**config.mk**
```make
export PLATFORM = sky130hd
export DESIGN_NAME = snake_game_ctrl
export DESIGN_NICKNAME = d
export VERILOG_FILES = /design/src/rtl/snake_pkg.sv /design/src/rtl/snake_game_ctrl_btn_sync.sv /design/src/rtl/snake_game_ctrl.sv
export SDC_FILE = /design/constraint.sdc
export NUM_CORES = 1
export LEC_CHECK = 0
export CAP_MARGIN = 20
export CORE_ASPECT_RATIO = 0.8
export CORE_MARGIN = 2
export CORE_UTILIZATION = 30
export DETAILED_ROUTE_END_ITERATION = 8
export RECOVER_POWER = 25
export SYNTH_ARGS = -nofsm -noshare
export SYNTH_HDL_FRONTEND = slang
export SYNTH_SLANG_ARGS = --single-unit
```
**constraint.sdc**
```tcl
create_clock -name clk -period 2.8 [get_ports clk]
set_clock_uncertainty 0.1 [all_clocks]
set_input_delay 0.42 -clock clk [delete_from_list [all_inputs] [get_ports clk]]
set_output_delay 0.42 -clock clk [all_outputs]
set_load 0.02 [all_outputs]
```
**src/rtl/snake_pkg.sv**
```systemverilog
// Shared encodings for the snake game: game states, directions, coordinate width.
package snake_pkg;

  localparam int BIT = 10;

  typedef enum logic [1:0] {
    GS_IDLE = 2'b00,
    GS_PLAY = 2'b01,
    GS_OVER = 2'b11
  } game_state_e;

  typedef enum logic [2:0] {
    DIR_IDLE  = 3'd0,
    DIR_UP    = 3'd1,
    DIR_DOWN  = 3'd2,
    DIR_LEFT  = 3'd3,
    DIR_RIGHT = 3'd4
  } dir_e;

  function automatic dir_e reverse_dir(input dir_e d);
    case (d)
      DIR_UP:    return DIR_DOWN;
      DIR_DOWN:  return DIR_UP;
      DIR_LEFT:  return DIR_RIGHT;
      DIR_RIGHT: return DIR_LEFT;
      default:   return DIR_IDLE;
    endcase
  endfunction

endpackage

```
**src/rtl/snake_game_ctrl_btn_sync.sv**
```systemverilog
// Two-flop synchroniser for a bank of raw buttons, with a rising-edge strobe per bit.
module snake_game_ctrl_btn_sync #(
  parameter int W = 5
) (
  input  logic         clk,
  input  logic         rst_n,
  input  logic [W-1:0] btn_i,
  output logic [W-1:0] sync_o,
  output logic [W-1:0] rise_o
);

  logic [W-1:0] meta_q;
  logic [W-1:0] sync_q;
  logic [W-1:0] prev_q;

  always_ff @(posedge clk or negedge rst_n) begin
    if (!rst_n) begin
      meta_q <= '0;
      sync_q <= '0;
      prev_q <= '0;
    end else begin
      meta_q <= btn_i;
      sync_q <= meta_q;
      prev_q <= sync_q;
    end
  end

  assign sync_o = sync_q;
  assign rise_o = sync_q & ~prev_q;

endmodule

```
**src/rtl/snake_game_ctrl.sv**
```systemverilog
// Game sequencer for the snake datapath: state machine, movement strobe, direction and score.
//   state   | meaning
//   GS_IDLE | waiting for a start press; direction idle
//   GS_PLAY | game running; frames counted, collisions and fruit evaluated at frame_tick
//   GS_OVER | collision seen; direction idle, held for HOLD_FRAMES frames then back to idle
module snake_game_ctrl
  import snake_pkg::*;
#(
  parameter int SPEED       = 8,
  parameter int HOLD_FRAMES = 120,
  parameter int SCORE_W     = 8
) (
  input  logic               clk,
  input  logic               rst_n,
  input  logic               frame_tick,
  input  logic               pixel_valid,
  input  logic               btn_up,
  input  logic               btn_down,
  input  logic               btn_left,
  input  logic               btn_right,
  input  logic               btn_start,
  input  logic               head_active,
  input  logic               body_active,
  input  logic               border_active,
  input  logic               fruit_active,
  output logic [1:0]         game_state,
  output logic [2:0]         direction,
  output logic               update,
  output logic               eat,
  output logic [SCORE_W-1:0] score
);

  localparam logic [7:0] FRAME_LAST = 8'(SPEED - 1);
  localparam logic [7:0] HOLD_LAST  = 8'(HOLD_FRAMES - 1);

  // bit order: 0 start, 1 up, 2 down, 3 left, 4 right
  logic [4:0] btn_lvl;
  logic [4:0] btn_rise;
  logic       start_rise;
  logic       unused_btn;

  snake_game_ctrl_btn_sync #(.W(5)) u_btn_sync (
    .clk    (clk),
    .rst_n  (rst_n),
    .btn_i  ({btn_right, btn_left, btn_down, btn_up, btn_start}),
    .sync_o (btn_lvl),
    .rise_o (btn_rise)
  );

  assign start_rise = btn_rise[0];
  assign unused_btn = ^{btn_rise[4:1], btn_lvl[0]};

  game_state_e        state_q;
  dir_e               dir_q;
  dir_e               pending_q;
  dir_e               pending_d;
  dir_e               btn_req;
  logic [7:0]         frame_cnt_q;
  logic [7:0]         hold_cnt_q;
  logic               hit_body_q;
  logic               hit_wall_q;
  logic               hit_fruit_q;
  logic               update_q;
  logic               eat_q;
  logic [SCORE_W-1:0] score_q;
  logic               sample_en;

  always_comb begin
    btn_req = DIR_IDLE;
    if (btn_lvl[1])      btn_req = DIR_UP;
    else if (btn_lvl[2]) btn_req = DIR_DOWN;
    else if (btn_lvl[3]) btn_req = DIR_LEFT;
    else if (btn_lvl[4]) btn_req = DIR_RIGHT;
  end

  always_comb begin
    pending_d = pending_q;
    if (btn_req != DIR_IDLE && btn_req != reverse_dir(dir_q)) pending_d = btn_req;
  end

  // While stationary the body sits on the head, so overlap is meaningless until the snake moves.
  assign sample_en = pixel_valid && (state_q == GS_PLAY) && (dir_q != DIR_IDLE);

  always_ff @(posedge clk or negedge rst_n) begin
    if (!rst_n) begin
      state_q     <= GS_IDLE;
      dir_q       <= DIR_IDLE;
      pending_q   <= DIR_IDLE;
      frame_cnt_q <= '0;
      hold_cnt_q  <= '0;
      hit_body_q  <= 1'b0;
      hit_wall_q  <= 1'b0;
      hit_fruit_q <= 1'b0;
      update_q    <= 1'b0;
      eat_q       <= 1'b0;
      score_q     <= '0;
    end else begin
      update_q <= 1'b0;
      eat_q    <= 1'b0;
      case (state_q)
        GS_IDLE: begin
          dir_q       <= DIR_IDLE;
          hit_body_q  <= 1'b0;
          hit_wall_q  <= 1'b0;
          hit_fruit_q <= 1'b0;
          if (start_rise) begin
            state_q     <= GS_PLAY;
            frame_cnt_q <= '0;
            score_q     <= '0;
            pending_q   <= DIR_IDLE;
          end
        end

        GS_PLAY: begin
          pending_q <= pending_d;
          if (frame_tick) begin
            hit_body_q  <= 1'b0;
            hit_wall_q  <= 1'b0;
            hit_fruit_q <= 1'b0;
            if (hit_body_q || hit_wall_q) begin
              state_q    <= GS_OVER;
              dir_q      <= DIR_IDLE;
              hold_cnt_q <= HOLD_LAST;
            end else begin
              dir_q <= pending_q;
              if (frame_cnt_q == FRAME_LAST) begin
                frame_cnt_q <= '0;
                update_q    <= 1'b1;
              end else begin
                frame_cnt_q <= frame_cnt_q + 8'd1;
              end
              if (hit_fruit_q) begin
                eat_q <= 1'b1;
                if (score_q != '1) score_q <= score_q + 1'b1;
              end
            end
          end else if (sample_en) begin
            hit_body_q  <= hit_body_q  | (head_active & body_active);
            hit_wall_q  <= hit_wall_q  | (head_active & border_active);
            hit_fruit_q <= hit_fruit_q | (head_active & fruit_active);
          end
        end

        GS_OVER: begin
          dir_q       <= DIR_IDLE;
          hit_body_q  <= 1'b0;
          hit_wall_q  <= 1'b0;
          hit_fruit_q <= 1'b0;
          if (frame_tick) begin
            if (hold_cnt_q == 8'd0) state_q <= GS_IDLE;
            else                    hold_cnt_q <= hold_cnt_q - 8'd1;
          end
        end

        default: state_q <= GS_IDLE;
      endcase
    end
  end

  assign game_state = state_q;
  assign direction  = dir_q;
  assign update     = update_q;
  assign eat        = eat_q;
  assign score      = score_q;

endmodule
```
* Yosys cells after proc, flatten, opt, wreduce, memory -nomap -nowiden
Index checks and enable logic that the tools add are counted.
** Operators by class
- Multiplexer cells :: 49
- Equal/unequal tests :: 20
- Bitwise gates (word level) :: 8
- $add $sub $neg :: 3
- Reductions and logical operators :: 19
** Operator list (number)
- 8-bit 2-to-1 mux :: 12
- 8-bit one-hot mux with 2 select lines :: 3
- 3-bit 2-to-1 mux :: 8
- 8-bit by 1-bit adder with 8-bit output (second input constant) :: 2
- 2-bit inequality test (second input constant) :: 8
- 1-bit 2-to-1 mux :: 14
- 3-bit one-hot mux with 2 select lines :: 2
- 3-bit one-hot mux with 4 select lines :: 1
- 2-bit 2-to-1 mux :: 5
- 5-bit AND reduction :: 2
- 8-bit by 3-bit equality test with 1-bit output (second input constant) :: 1
- 8-bit zero test :: 1
- 8-bit inequality test (second input constant) :: 1
- 8-bit by 1-bit subtractor with 8-bit output (second input constant) :: 1
- 3-bit by 2-bit equality test with 1-bit output (second input constant) :: 2
- 1-bit one-hot mux with 2 select lines :: 3
- 2-bit one-hot mux with 3 select lines :: 1
- 6-bit AND reduction :: 1
- 2-bit nonzero test :: 3
- 3-bit nonzero test :: 2
- 1-bit AND :: 4
- 2-bit by 1-bit inequality test with 1-bit output (second input constant) :: 2
- 2-bit AND reduction :: 2
- 4-bit AND reduction :: 1
- other kinds (13) :: 17
** Storage, ports and cells
- Word-level logic and storage cells :: 113
- Input port bits :: 13
- Bits in registers :: 48
- Output and inout port bits :: 15

* Depth between registers and ports, before layout
Gate-level depths: netlist of the first run.
- Depth in word-level cells :: 8
- Mapped depth :: 8

* Hierarchy
Synthesis of the first run repeated with hierarchy kept, for this count alone.
** Unflattened totals
- Cell total of the unflattened synthesis :: 257
- Area, all modules :: 2681.3 um^2
** Modules (own cells, without submodules)
- snake_game_ctrl :: area an instance 2237.1 um^2, cells an instance 237, times used 1
- snake_game_ctrl_btn_sync :: area an instance 444.2 um^2, cells an instance 20, times used 1

* Least setup slack after synthesis of the first run
Ideal clock, no wire load.
- Path kind :: register to register
- Start point :: register state_q[1], in the netlist game_state[1]
- End point :: register hold_cnt_q[6]
- Required time :: 2.564 ns
- Stages on the path, launching flop included :: 9
- Data arrival time :: 1.995 ns
- Slack :: 0.568 ns
- Buffers on the path :: 1
- Path through :: dfrtp_1 inv_1 ha_1 clkbuf_8 o21ai_0 a21oi_1 nand2_1 o21ai_0 or3b_2
** On the way
- Word-level cells in the longest chain between the ends :: 3
- Elaborated cells on any way between the ends :: 9
- Those cells by class :: eq/ne: 6; mux: 1; reduce/logical: 2
** Ends and longest elaborated chain
- start: declaration :: line snake_game_ctrl.sv:53 : game_state_e state_q;
- start signal: assignment :: line snake_game_ctrl.sv:86 : state_q <= GS_IDLE;
- start signal: assignment :: line snake_game_ctrl.sv:107 : state_q <= GS_PLAY;
- start signal: assignment :: line snake_game_ctrl.sv:121 : state_q <= GS_OVER;
- 2-bit equality test or 2-bit by 1-bit equality test with 1-bit output (tied branches) :: line snake_game_ctrl.sv:100 : case (state_q)
- 2-bit inequality test (no source line) (tied with other cells)
- 5-bit AND reduction (no source line)
- end signal: assignment :: line snake_game_ctrl.sv:151 : else hold_cnt_q <= hold_cnt_q - 8'd1;
- end: declaration :: line snake_game_ctrl.sv:59 : logic [7:0] hold_cnt_q;
Several ways; a longest one is shown, not always the timed one.
A chain may end at the register's enable or synchronous reset.

* Worst setup path in the final report of the first run
- Start point :: register hold_cnt_q[4]
- End point :: register hold_cnt_q[6]
** On the way
- Word-level cells in the longest chain between the ends :: 4
- Elaborated cells on any way between the ends :: 7
- Those cells by class :: add/sub: 1; eq/ne: 1; mux: 3; reduce/logical: 2
** Ends and longest elaborated chain
- 8-bit by 1-bit subtractor with 8-bit output :: line snake_game_ctrl.sv:151
- 8-bit 2-to-1 mux :: line snake_game_ctrl.sv:150 : if (hold_cnt_q == 8'd0) state_q <= GS_IDLE;
- 8-bit 2-to-1 mux :: line snake_game_ctrl.sv:149 : if (frame_tick) begin
- 8-bit one-hot mux with 2 select lines :: line snake_game_ctrl.sv:100
Several ways; a longest one is shown, not always the timed one. The select of a mux whose other input is x is not followed.

==> flow_metrics.env, run 1 <==
export IMPL_grt_overflow=0
export IMPL_diodes=0
export IMPL_wl_per_cell_um=12.5
export IMPL_post_route_util_pct=37.4
export IMPL_die_area_sq_um=8690
export IMPL_grt_max_degree=31
export IMPL_rsz0062_at_grt="false"
export IMPL_maxCapViolCount=0
export IMPL_seq_area_frac_synth_pct=50.3
export IMPL_numCtsBuffers=5
export IMPL_slew_headroom_pct=28.9
export IMPL_outcome="finished, final reports clean"
export IMPL_synth_seq_cells=48
export IMPL_final_setup_tns_ns=0
export IMPL_core_rowCount=29
export IMPL_antenna_found_initial=0
export IMPL_setup_viol=0
export IMPL_syn_instance_count=231
export IMPL_ir_drop_mv=0.370
export IMPL_grt_pass1_vias=1668
export IMPL_fmax_mhz=442
export IMPL_cp_arrival_ns=2.36
export IMPL_endpoint_kind="register"
export IMPL_io_buffers=27
export IMPL_use_met1_pct=17.9
export IMPL_slowest_delay_ns=0.55
export IMPL_nets=286
export IMPL_ys_async_sr_fraction_pct=100
export IMPL_die_h_um=83.8
export IMPL_drc=0
export IMPL_synth_cell_type_count=51
export IMPL_post_route_min_period_ns=2.26
export IMPL_netlist_area_sq_um=2390
export IMPL_htree_levels=2
export IMPL_syn_num_nets=251
export IMPL_wirelength_um=4710
export IMPL_cts_root_buffer="clkbuf_8"
export IMPL_grtUsageMet3_pct=3.90
export IMPL_cp_max_fo=5
export IMPL_initialDrtViolationCount=83
export IMPL_hold_end="u_btn_sync.sync_o[2]$_DFF_PN0_"
export IMPL_final_cell_mix="48 x dfrtp_1, 23 x nor2_1, 21 x clkdlybuf4s50_1, 18 x nand2_1, 14 x o21ai_0"
export IMPL_yosys_most_used_dff="dfrtp_1"
export IMPL_ctsHoldBuffers=1
export IMPL_dp_hpwl_um=3450
export IMPL_setup_worst_path_start_class="register"
export IMPL_clock_latency_ns=0.31
export IMPL_r2r_start="hold_cnt_q[4]$_DFFE_PN0P_"
export IMPL_vias=1806
export IMPL_cts_sinks=48
export IMPL_cp_slowest_cell="or4_4"
export IMPL_hp_class="register to register"
export IMPL_clk_pin_slew_ns=0.10
export IMPL_core_area_sq_um=7840
export IMPL_synth_avg_cell_area_sq_um=10.3
export IMPL_met2_usage_pct=15.8
export IMPL_max_clock_path_buffers=2
export IMPL_fillCellCount=808
export IMPL_reg2reg_slack_ns=0.54
export IMPL_cts_tree="built"
export IMPL_maxSlewViolCount=0
export IMPL_area_growth_pct=22.9
export IMPL_worst_slew_pin_slew_ns=1.07
export IMPL_drive_gt1_share_pct=11.2
export IMPL_reg2reg_depth=5
export IMPL_initial_core_util_pct=30.5
export IMPL_hp_start="u_btn_sync.meta_q[2]$_DFF_PN0_"
export IMPL_required_ns=2.90
export IMPL_ant_nets=0
export IMPL_cts_resized=0
export IMPL_synth_edf_count=0
export IMPL_layout_commonest_cell="dfrtp_1"
export IMPL_critical_path_class="register to register"
export IMPL_worst_slack_ns=0.539
export IMPL_hold_depth=0
export IMPL_viasPerCell=4.82
export IMPL_gp_congestion=0.775
export IMPL_fin_crit_sh_pct=80.7
export IMPL_place_ws_ns=0.337
export IMPL_dr_pass1_iters=4
export IMPL_finalHoldViolCount=0
export IMPL_crit_reg2reg_capture="hold_cnt_q[6]$_DFFE_PN0P_"
export IMPL_whs_ns=0.256
export IMPL_cts_setup_buffers=0
export IMPL_path_cells="or4_4 -> nor3_1 -> nand4b_1 -> nor4_1 -> or3b_2"
export IMPL_grt_pass1_wl_um=8240
export IMPL_die_x_um=104
export IMPL_p_leak_uw=0.00123
export IMPL_grt_busiest_layer="met1"
export IMPL_power_uw=2710
export IMPL_ioPinCount=28
export IMPL_pwr_density_cell_nw_per_um2=925
export IMPL_grt_total_usage_pct=11.7
export IMPL_yosys_warnings=0
## per-stage QoR
stage	std cells	instance area (sq um)
final	375	2930
after global routing	375	2930
after CTS	375	2940
after detailed placement	366	2790
after global placement	366	2790
after floorplan	231	2390
## Yosys cell counts (3+ instances only)
library cell / n / area [sq um]
xnor2_1: 5 / 43.8
o21ai_0: 14 / 70.1
nand2_1: 18 / 67.6
nand3_1: 7 / 35.0
nor3_1: 8 / 40.0
a21oi_1: 8 / 40.0
ha_1: 7 / 87.6
a22o_1: 9 / 78.8
nor2b_1: 7 / 43.8
inv_1: 8 / 30.0
nand2b_1: 4 / 25.0
nand4_1: 4 / 25.0
or2_2: 4 / 25.0
xor2_1: 4 / 35.0
a211oi_1: 4 / 30.0
and3_1: 3 / 18.8
nand3b_1: 3 / 22.5
dfrtp_1: 48 / 1200
nor2_1: 23 / 86.3
## report_power, final
part	switching [uW]	internal [uW]	total, uW
registers	179	853	1030
logic	576	496	1070
clock network	251	359	611
## how the worst max path moves through the flow
stage                                    from                         to
floorplan           game_state[1]$_DFFE_PN0P_  hold_cnt_q[6]$_DFFE_PN0P_
global placement                   frame_tick       score[6]$_DFFE_PN0P_
detailed placement                 frame_tick       score[5]$_DFFE_PN0P_
CTS                 hold_cnt_q[5]$_DFFE_PN0P_  hold_cnt_q[6]$_DFFE_PN0P_
global route        game_state[1]$_DFFE_PN0P_       score[5]$_DFFE_PN0P_
finish              hold_cnt_q[4]$_DFFE_PN0P_  hold_cnt_q[6]$_DFFE_PN0P_
## cells by family after synthesis
family	Yosys count	synth area share (%)
AND/OR/NAND/NOR	99	22.7
buffers and inverters	13	3.35
adder cells (fa/ha/maj)	7	3.67
XOR/XNOR	9	3.30
AO/OA/AOI/OAI	51	14.5
flip-flops	48	50.3
multiplexers	4	2.20
## layout make-up
class | count | area (sq um) | area share, %
flip-flops and latches | 48 | 1200 | 40.9
multi-input cells | 170 | 1110 | 37.7
repair buffers | 33 | 324 | 11.0
well taps | 108 | 135 | 4.61
clock buffers | 5 | 68.8 | 2.35
clock inverters | 3 | 68.8 | 2.35
inverters | 8 | 30.0 | 1.02
## flip-flops by register name, summed over array words and instances, names as in the netlist
name / cells
pending_q: 3
frame_cnt_q: 8
hit_body_q: 1
score: 8
hold_cnt_q: 8
eat: 1
hit_fruit_q: 1
game_state: 2
u_btn_sync.meta_q: 5
u_btn_sync.prev_q: 1
u_btn_sync.sync_o: 5
update: 1
direction: 3
hit_wall_q: 1
## worst max-delay path, delay by kind of cell, from the launching register on
kind             cells  cell delay (ns)
and+or+nand+nor      5             1.61
DFF                  1             0.44
## metal layers
layer | wire length [um] | vias to the layer above
met4 | 24 | 0
met2 | 1910 | 34
li1 | - | 897
met3 | 224 | 3
met1 | 2550 | 872
met5 | 0 | -
No activity file was read; power rests on OpenSTA's default activity.
==> run 2, diff against run 1 <==
- clock period: 2.8 -> 2 ns (I/O delays scaled with it)
==> flow_metrics.env, run 2 (synthesized netlist as in run 1, its figures left out) <==
export IMPL_ant_nets=0
export IMPL_numCtsBuffers=5
export IMPL_drive_gt1_share_pct=29.4
export IMPL_fin_crit_sh_pct=107
export IMPL_critical_path_class="register to register"
export IMPL_sw_frac_of_total_pct=38.4
export IMPL_grt_total_usage_pct=12.8
export IMPL_reg2reg_depth=5
export IMPL_htree_levels=2
export IMPL_fmax_mhz=465
export IMPL_slew_headroom_pct=22.4
export IMPL_wirelength_um=5340
export IMPL_outcome="finished with violations"
export IMPL_crit_end="game_state[0]$_DFFE_PN0P_"
export IMPL_ioPinCount=28
export IMPL_post_route_min_period_ns=2.15
export IMPL_cp_arrival_ns=2.25
export IMPL_path_cells="or4_4 -> or4b_4 -> nand2_2 -> nand3_2 -> mux2_4"
export IMPL_worst_slack_ns=-0.149
export IMPL_clock_latency_ns=0.31
export IMPL_nets=329
export IMPL_clk_pin_slew_ns=0.09
export IMPL_cts_sinks=48
export IMPL_whs_ns=0.202
export IMPL_p_int_uw=2620
export IMPL_cts_root_buffer="clkbuf_8"
export IMPL_drc=0
export IMPL_endpoint_kind="register"
export IMPL_p_sw_uw=1640
export IMPL_die_area_sq_um=8690
export IMPL_reg2reg_slack_ns=-0.15
export IMPL_setup_worst_path_start_class="register"
export IMPL_worst_slew_pin_slew_ns=1.16
export IMPL_vias=1938
export IMPL_max_clock_path_buffers=2
export IMPL_crit_start="hold_cnt_q[3]$_DFFE_PN0P_"
export IMPL_dp_hpwl_um=3830
export IMPL_ir_drop_mv=0.504
export IMPL_grt_pass1_vias=1870
export IMPL_die_x_um=104
export IMPL_slowest_delay_ns=0.56
export IMPL_area_growth_pct=39.6
export IMPL_io_buffers=27
export IMPL_p_clk_share_pct=14.6
export IMPL_cts_tree="built"
export IMPL_grt_pass1_wl_um=9000
export IMPL_layout_commonest_cell="dfrtp_1"
export IMPL_violations="negative setup slack"
export IMPL_initialDrtViolationCount=73
export IMPL_initial_core_util_pct=30.5
export IMPL_gp_congestion=0.860
export IMPL_antenna_found_initial=0
export IMPL_instances_no_fill=418
export IMPL_wl_per_cell_um=12.8
export IMPL_hp_class="input port to asynchronous set/reset pin"
export IMPL_p_comb_share_pct=53.4
export IMPL_diodes=0
export IMPL_viasPerCell=4.64
export IMPL_die_h_um=83.8
export IMPL_dr_pass1_iters=4
export IMPL_crit_reg2reg_capture="game_state[0]$_DFFE_PN0P_"
export IMPL_cp_slowest_cell="or4_4"
export IMPL_finalHoldViolCount=0
export IMPL_grt_max_degree=49
export IMPL_p_leak_uw=0.00143
export IMPL_core_area_sq_um=7840
export IMPL_final_cell_mix="48 x dfrtp_1, 45 x buf_4, 23 x nor2_1, 21 x clkdlybuf4s50_1, 18 x nand2_1"
export IMPL_post_route_util_pct=42.5
export IMPL_cp_max_fo=4
export IMPL_maxSlewViolCount=0
export IMPL_maxCapViolCount=0
export IMPL_final_setup_tns_ns=-0.412
export IMPL_setup_viol=6
export IMPL_pwr_density_cell_nw_per_um2=1280
export IMPL_seqPwrFrac_pct=32.0
export IMPL_dp_cells=404
export IMPL_r2r_start="hold_cnt_q[3]$_DFFE_PN0P_"
export IMPL_grt_overflow=0
export IMPL_rsz0062_at_grt="true"
export IMPL_required_ns=2.10
export IMPL_core_rowCount=29
run 2: cell count changes in the layout (fill, tap and decap cells not counted), moves of 3 or more:
cell	change
buf_4	+41
o21ai_0	-7
o21ai_1	+6
nor3_1	-3
run 2: timing repair:
item                                    CTS  global route
setup buffers                             1             5
gates resized for setup                  10            21
endpoints found under the setup margin   17            24
hold buffers                              0             0
pin swaps                                 3             8
gates cloned                              0             0
run 2: through the flow:
step / power (uW) / instance area, sq um / setup WS (ns)
after floorplan: 2550 / 2410 / -0.143
after global placement: 3350 / 3080 / -0.116
after detailed placement: 3380 / 3080 / -0.206
after CTS: 4110 / 3230 / -0.144
after global routing: 4580 / 3330 / -0.196
final: 4260 / 3330 / -0.149
run 2: how the worst min path moves through the flow:
stage,end,slack [ns],cells after the start
finish,hold_cnt_q[1]$_DFFE_PN0P_,0.20,2
global route,u_btn_sync.sync_o[2]$_DFF_PN0_,0.27,0
CTS,hold_cnt_q[1]$_DFFE_PN0P_,0.02,2
detailed placement,u_btn_sync.sync_o[3]$_DFF_PN0_,0.23,0
global placement,u_btn_sync.sync_o[3]$_DFF_PN0_,0.23,0
floorplan,direction[0]$_DFFE_PN0P_,-0.1,0
run 2: layout make-up:
class	count	area, sq um
flip-flops and latches	48	1200
fillers	799	4510
clock inverters	2	15.0
well taps	108	135
inverters	8	30.0
multi-input cells	170	1220
repair buffers	76	646
clock buffers	6	82.6
run 2: critical path, delay by kind of cell (launching register included):
kind,cells,cell delay (ns)
muxes,1,0.31
DFF,1,0.39
and+or+nand+nor,4,1.24
run 2: power groups by stage:
stage | registers [uW] | logic (uW) | clock network [uW]
floorplan | 1480 | 1070 | 0
global placement | 1370 | 1980 | 0
detailed placement | 1370 | 2010 | 0
CTS | 1360 | 2110 | 643
global route | 1400 | 2490 | 698
finish | 1360 | 2270 | 620
run 2: layer usage:
| layer | part of all wire [%] | wire length [um] | vias up | GRT usage (%) |
|---|---|---|---|---|
| met5 | 0 | 0 | - | 0 |
| met4 | 1.6 | 87 | 0 | 4.42 |
| met3 | 2.8 | 149 | 7 | 2.73 |
| met2 | 44 | 2360 | 24 | 19.4 |
| met1 | 51 | 2740 | 917 | 18.2 |
| li1 | - | - | 990 | - |
